`src/rtl/reg_share_arbiter.sv`:
```
// Round-robin arbiter sharing one WIDTH-bit holding register among 4 requesters.
// Grant, write and ack are all registered; busy is decoded from the state register.
module reg_share_arbiter #(
   parameter int               WIDTH     = 8,
   parameter logic [WIDTH-1:0] RESET_VAL = '0
) (
   input  logic               clk,
   input  logic               Reset,
   input  logic [3:0]         req,
   input  logic [4*WIDTH-1:0] wdata,
   output logic [3:0]         gnt,
   output logic [3:0]         ack,
   output logic [WIDTH-1:0]   q,
   output logic [1:0]         owner,
   output logic               busy
);

   typedef enum logic [1:0] {
      S_IDLE,
      S_GRANT,
      S_ACK
   } state_t;

   state_t           r_state;
   logic [1:0]       r_ptr;
   logic [1:0]       r_owner;
   logic [3:0]       r_gnt;
   logic [3:0]       r_ack;
   logic [WIDTH-1:0] r_q;

   logic [1:0]       w_sel;
   logic             w_any;
   logic [WIDTH-1:0] w_slice;

   // First set request bit searching from the priority pointer upward, mod 4
   always_comb begin
      w_sel = r_ptr;
      w_any = |req;
      for (int i = 3; i >= 0; i--) begin
         if (req[r_ptr + 2'(i)]) begin
            w_sel = r_ptr + 2'(i);
         end
      end
   end

   assign w_slice = wdata[r_owner*WIDTH +: WIDTH];

   // Arbitration FSM: IDLE picks, GRANT writes or aborts, ACK retires
   always_ff @(posedge clk) begin
      if (Reset) begin
         r_state <= S_IDLE;
         r_ptr   <= 2'd0;
         r_owner <= 2'd0;
         r_gnt   <= 4'd0;
         r_ack   <= 4'd0;
         r_q     <= RESET_VAL;
      end else begin
         unique case (r_state)
            S_IDLE: begin
               if (w_any) begin
                  r_owner <= w_sel;
                  r_gnt   <= 4'b0001 << w_sel;
                  r_state <= S_GRANT;
               end
            end
            S_GRANT: begin
               if (req[r_owner]) begin
                  r_q     <= w_slice;
                  r_ack   <= 4'b0001 << r_owner;
                  r_state <= S_ACK;
               end else begin
                  r_gnt   <= 4'd0;
                  r_state <= S_IDLE;
               end
            end
            S_ACK: begin
               r_gnt   <= 4'd0;
               r_ack   <= 4'd0;
               r_ptr   <= r_owner + 2'd1;
               r_state <= S_IDLE;
            end
            default: begin
               r_gnt   <= 4'd0;
               r_ack   <= 4'd0;
               r_state <= S_IDLE;
            end
         endcase
      end
   end

   assign gnt   = r_gnt;
   assign ack   = r_ack;
   assign q     = r_q;
   assign owner = r_owner;
   assign busy  = (r_state != S_IDLE);

endmodule

```
`config.mk`:
```
export PLATFORM = sky130hd
export DESIGN_NAME = reg_share_arbiter
export DESIGN_NICKNAME = d
export VERILOG_FILES = /design/src/rtl/reg_share_arbiter.sv
export SDC_FILE = /design/constraint.sdc
export NUM_CORES = 1
export LEC_CHECK = 0
export ABC_AREA = 0
export CAP_MARGIN = 25
export CORE_MARGIN = 4
export CORE_UTILIZATION = 43
export DETAILED_ROUTE_END_ITERATION = 10
export GPL_TIMING_DRIVEN = 0
export PLACE_DENSITY = 0.94
export SYNTH_ARGS = -nofsm -noshare
export SYNTH_HDL_FRONTEND = slang
export SYNTH_SLANG_ARGS = --single-unit
```
`constraint.sdc`:
```
create_clock -name clk -period 3.1 [get_ports clk]
set_input_delay 0.775 -clock clk [delete_from_list [all_inputs] [get_ports clk]]
set_output_delay 0.775 -clock clk [all_outputs]
set_load 0.01 [all_outputs]
```
==> flow_metrics.env, run 1 <==
export IMPL_status="finished clean"
export IMPL_via_count=1099
export IMPL_layout_common_cells="clkdlybuf4s50_1 (56), dfxtp_1 (22), nor2_1 (18)"
export IMPL_antenna_found_initial=0
export IMPL_final_util=0.713
export IMPL_rows=18
export IMPL_nets=217
export IMPL_post_cts_buffers=0
export IMPL_power_leakage_nw=0.743
export IMPL_drt_wl_total_um=3540
export IMPL_core_um2=2540
export IMPL_cp_end_kind="output pin"
export IMPL_maxClockFrequency_mhz=430
export IMPL_startpoint_type="register"
export IMPL_maxCapViolations=0
export IMPL_htree_levels=1
export IMPL_critPathRequiredTime_ns=2.32
export IMPL_ys_top_cells_by_area="dfxtp_1 (37%), mux4_2 (17%), mux2i_1 (11%), nor2_1 (5.7%), ha_1 (4.2%)"
export IMPL_cts_sinks=22
export IMPL_setup_viol=0
export IMPL_finalSetupTns_ns=0
export IMPL_ys_ff_latch=22
export IMPL_final_common_cell="clkdlybuf4s50_1"
export IMPL_grtUsageTotal=0.198
export IMPL_vdd_drop_max_mv=0.330
export IMPL_wire_per_inst_um=17.4
export IMPL_root_buffer="clkbuf_4"
export IMPL_crit_slowest_cell="clkdlybuf4s50_1"
export IMPL_use_met3=0.0468
export IMPL_first_iter_violations=37
export IMPL_cp_top_family="buffers and inverters"
export IMPL_grt_overflow=0
export IMPL_place_ws_ns=0.529
export IMPL_cp_cell_sequence="nor2_1 > inv_1 > clkdlybuf4s50_1"
export IMPL_synth_avg_cell_area_um2=10.3
export IMPL_ios=57
export IMPL_globalplace_congestion=0.752
export IMPL_use_met1=0.215
export IMPL_ant_nets=0
export IMPL_cts_tree="yes"
export IMPL_die_w_um=60.4
export IMPL_viasPerCell=5.39
export IMPL_synth_warnings=0
export IMPL_ctsHoldBuffers=0
export IMPL_crit_buf_inv=2
export IMPL_clk_path_buf_depth=2
export IMPL_grt_pass1_wl_um=5270
export IMPL_worst_pin_slew_ns=0.640
export IMPL_relSlewSlack=0.573
export IMPL_dieArea_um2=3650
export IMPL_busiest_layer="met2"
export IMPL_syn_nets=156
export IMPL_holdCritPathClass="register to register"
export IMPL_clkTransAtPathRegs_ns=0.11
export IMPL_placedCellCount=200
export IMPL_ys_types=26
export IMPL_powerDensity_nw_per_um2=368
export IMPL_drive_above_1_share=0.121
export IMPL_area_growth_syn_to_layout_pct=53.8
export IMPL_start_util=0.464
export IMPL_hold_violations=0
export IMPL_finalCritPeriodShare=0.750
export IMPL_worst_clock_skew_ns=0.00309
export IMPL_grt_pass1_vias=1114
export IMPL_synth_seq_area_share=0.373
export IMPL_syn_inst=114
export IMPL_antenna_diode_count=0
export IMPL_crit_type="register to output pin"
export IMPL_cts_inserted_buffers=3
export IMPL_setup_ws_ns=0.774
export IMPL_drt_pass1_iter_count=4
export IMPL_grt_max_degree=13
export IMPL_crit_path_max_incr_delay_ns=0.55
export IMPL_dieHeight_um=60.4
export IMPL_whs_ns=0.467
export IMPL_slew_viol_final=0
export IMPL_yosysTopAreaCellShare=0.373
export IMPL_rsz0062_at_grt="false"
export IMPL_arrival_ns=1.55
export IMPL_use_met2=0.380
export IMPL_critPathMaxFanout=7
export IMPL_clock_latency_ns=0.31
export IMPL_dp_hpwl_um=2900
export IMPL_instances_no_fill=204
export IMPL_port_buffers=56
export IMPL_fin_crit_ns=2.33
export IMPL_cts_resized=0
export IMPL_synth_top_area_cell="dfxtp_1"
export IMPL_post_route_drc_count=0
export IMPL_mappedNetlistArea_um2=1180
[flip-flops by register name, indices dropped and copies added, names as in the netlist]
register / count
ack: 4
gnt: 4
owner: 2
q: 8
r_ptr: 2
r_state: 2
[per-layer routing]
layer | wire, um | share of wire | vias up
met2 | 2020 | 0.57 | 44
li1 | - | - | 525
met1 | 1300 | 0.37 | 524
met3 | 176 | 0.050 | 6
met4 | 47 | 0.013 | 0
met5 | 0 | 0 | -
[cell families (layout without fill, tap and decap cells)]
family                     count (synthesis)  count (layout)  share of synthesized area
adders and majority gates                  4               4                     0.0424
muxes                                     22              22                      0.282
and+or+nand+nor                           44              44                      0.183
AOI/OAI and AO/OA                         13              13                     0.0753
DFF                                       22              22                      0.373
buffers and inverters                      9              69                     0.0435
[worst paths after layout]
| check | cells after the start | endpoint | slack [ns] | start |
|---|---|---|---|---|
| min | 2 | gnt[0] | 0.47 | gnt[0] |
| max | 3 | busy | 0.77 | r_state[1] |
| min reg2reg | 2 | gnt[0] | 0.47 | gnt[0] |
| max reg2reg | 4 | q[6] | 1.32 | owner[0] |
[power breakdown]
group	internal, mW	switching [mW]
clock	0.0718	0.0832
sequential	0.299	0.0138
combinational	0.120	0.0801
[worst reg2reg max path, cell delays in order (launching register included)]
cell,delay [ns]
dfxtp_1,0.51
buf_2,0.37
mux4_2,0.57
mux2i_1,0.17
nor2_1,0.06
[stage by stage]
| stage | cell area [um^2] | power [mW] |
|---|---|---|
| after floorplan | 1180 | 0.416 |
| after global placement | 1780 | 0.507 |
| after detailed placement | 1780 | 0.520 |
| after CTS | 1810 | 0.671 |
| after global routing | 1810 | 0.701 |
| final | 1810 | 0.668 |
[cell usage after synthesis]
master and instances:
nand2_1 9, nor3_1 5, clkbuf_1 3, mux4_2 9, nor2b_1 2, a21oi_1 7, mux2i_1 13, nand3b_2 1
ha_1 4, buf_12 1, nand3b_1 2, buf_2 1, inv_1 4, or3_1 1, nand2_2 1, a32oi_1 1
o21ai_0 2, a211o_1 1, dfxtp_1 22, and2b_2 1, o211a_2 1, o41ai_2 1, nor4_1 1, nor2_1 18
nand2_4 1, nand2b_1 2
[final cells by class]
type                            count  area [um^2]
Fill cell                         177          731
Multi-Input combinational cell     83          688
Timing Repair Buffer               56          561
Sequential cell                    22          440
Tap cell                           30         37.5
Clock buffer                        4         36.3
Buffer                              5         36.3
Inverter                            4         15.0
Power figures use the tool's default switching activity.
==> inputs of run 2 (changes only) <==
--- a/config.mk
+++ b/config.mk
@@ -8,10 +8,10 @@
 export ABC_AREA = 0
 export CAP_MARGIN = 25
 export CORE_MARGIN = 4
-export CORE_UTILIZATION = 43
+export CORE_UTILIZATION = 36
 export DETAILED_ROUTE_END_ITERATION = 10
 export GPL_TIMING_DRIVEN = 0
-export PLACE_DENSITY = 0.94
+export PLACE_DENSITY = 0.85
 export SYNTH_ARGS = -nofsm -noshare
 export SYNTH_HDL_FRONTEND = slang
 export SYNTH_SLANG_ARGS = --single-unit
==> constraint.sdc (replaced) <==
create_clock -name clk -period 2.1 [get_ports clk]
set_input_delay 0.525 -clock clk [delete_from_list [all_inputs] [get_ports clk]]
set_output_delay 0.525 -clock clk [all_outputs]
set_load 0.01 [all_outputs]
==> run 2 against run 1 <==
Compared with the run above:
- utilization is 12 points lower
- die area is 17% higher
- via count is 1.4% lower
- critical endpoint unchanged
- worst hold slack worse by 0.00066 ns
- total power is 47% higher
- largest power group unchanged
- clock skew is 0.0024 ns higher
- sequential share of layout area is 0.18 points lower
- non-clock buffer count stayed put
- clock power is 50% higher
- first-iteration DRC count is 5.4% lower
- routed wire length is 7.4% lower
==> flow_metrics.env, run 2 (synthesis results as in run 1) <==
export IMPL_status="finished clean"
export IMPL_wire_per_inst_um=15.1
export IMPL_maxClockFrequency_mhz=502
export IMPL_largest_reg_flops=8
export IMPL_worst_pin_slew_ns=0.522
export IMPL_switchingPower_mw=0.257
export IMPL_via_count=1084
export IMPL_grt_max_degree=13
export IMPL_area_growth_syn_to_layout_pct=55.4
export IMPL_grt_pass1_wl_um=5260
export IMPL_crit_type="register to output pin"
export IMPL_dpl_cell_area_um2=1800
export IMPL_swShare=0.262
export IMPL_setup_viol=0
export IMPL_ant_nets=0
export IMPL_sequentialPowerShare=0.471
export IMPL_place_ws_ns=-0.170
export IMPL_startpoint_type="register"
export IMPL_reg2reg_setup_slack_ns=0.39
export IMPL_drive_above_1_share=0.126
export IMPL_ios=57
export IMPL_antenna_found_initial=0
export IMPL_port_buffers=56
export IMPL_die_w_um=65.3
export IMPL_vdd_drop_max_mv=0.429
export IMPL_setup_ws_ns=0.106
export IMPL_relSlewSlack=0.652
export IMPL_finalSetupTns_ns=0
export IMPL_critPathRequiredTime_ns=1.57
export IMPL_p_int_mw=0.724
export IMPL_post_route_drc_count=0
export IMPL_holdCritPathClass="register to register"
export IMPL_root_buffer="clkbuf_4"
export IMPL_nets=217
export IMPL_slew_viol_final=0
export IMPL_htree_levels=1
export IMPL_post_cts_buffers=0
export IMPL_final_common_cell="clkdlybuf4s50_1"
export IMPL_clock_latency_ns=0.31
export IMPL_drt_wl_total_um=3280
export IMPL_maxCapViolations=0
export IMPL_hold_violations=0
export IMPL_rows=20
export IMPL_dieArea_um2=4260
export IMPL_core_um2=3100
export IMPL_powerDensity_nw_per_um2=535
export IMPL_cts_sinks=22
export IMPL_finalCritPeriodShare=0.950
export IMPL_rr_worst_depth=4
export IMPL_p_clk_frac=0.236
export IMPL_grt_overflow=0
export IMPL_grtUsageTotal=0.161
export IMPL_start_util=0.380
export IMPL_cts_tree="yes"
export IMPL_critPathMaxFanout=7
export IMPL_cp_end_kind="output pin"
export IMPL_viasPerCell=4.97
export IMPL_globalplace_congestion=0.748
export IMPL_dp_hpwl_um=2660
export IMPL_fin_crit_ns=1.99
export IMPL_arrival_ns=1.47
export IMPL_hold_path_depth=2
export IMPL_p_comb_frac=0.293
export IMPL_clk_path_buf_depth=2
export IMPL_first_iter_violations=35
export IMPL_grt_pass1_vias=1130
export IMPL_cts_inserted_buffers=3
export IMPL_design_area_um2=1830
export IMPL_clkTransAtPathRegs_ns=0.12
export IMPL_whs_ns=0.466
export IMPL_instances_no_fill=218
export IMPL_fillCellCount=280
export IMPL_layout_common_cells="clkdlybuf4s50_1 (56), dfxtp_1 (21), nor2_1 (18)"
export IMPL_multi_input_area_um2=688
export IMPL_dieHeight_um=65.3
export IMPL_antenna_diode_count=0
export IMPL_regArea_um2=442
export IMPL_worst_clock_skew_ns=0.00548
export IMPL_power_leakage_nw=0.743
export IMPL_ctsHoldBuffers=0
export IMPL_placedCellCount=214
export IMPL_rsz0062_at_grt="false"
export IMPL_drt_pass1_iter_count=4
-- run 2: worst paths after layout --
path,startpoint,end
hold reg to reg,gnt[1],gnt[1]
setup reg to reg,owner[0],q[2]
hold / removal,gnt[1],gnt[1]
setup / recovery,r_state[1],busy
-- run 2: stage by stage --
step,power [mW],util
after floorplan,0.614,-
after CTS,0.985,0.590
final,0.981,0.591
after detailed placement,0.759,0.579
after global placement,0.749,0.579
after global routing,1.03,0.591
-- run 2: area by class of cell --
cell class / count / share of cell area
buffer: 5 / 0.0198
clock buffer: 4 / 0.0198
inverter: 4 / 0.00819
multi-input combinational: 83 / 0.375
sequential: 22 / 0.241
tap: 44 / 0.0300
timing repair buffer: 56 / 0.306
-- run 2: timing repair --
action,in CTS,in global routing
setup endpoints to repair,0,1
hold endpoints to repair,0,0
resized for setup,0,1
-- run 2: layer usage --
metal  part of all wire  vias up  wire length [um]  GRT usage
li1                   -      527                 -          -
met3              0.046        2               151     0.0410
met2               0.56       31              1830      0.302
met1               0.39      524              1280      0.186
met4             0.0070        0                23     0.0233
met5                  0        -                 0          0
-- run 2: worst max-delay path: stages (launching register included) --
cell             delay, ns
dfxtp_2               0.38
nor2_1                0.21
inv_1                 0.09
clkdlybuf4s50_1       0.49
-- run 2: power groups by stage --
stage,clock [mW],combinational (mW),sequential [mW]
4_1_cts,0.233,0.290,0.462
6_report,0.232,0.287,0.462
5_1_grt,0.255,0.311,0.466
3_3_place_gp,0,0.279,0.469
2_1_floorplan,0,0.137,0.476
3_5_place_dp,0,0.288,0.471
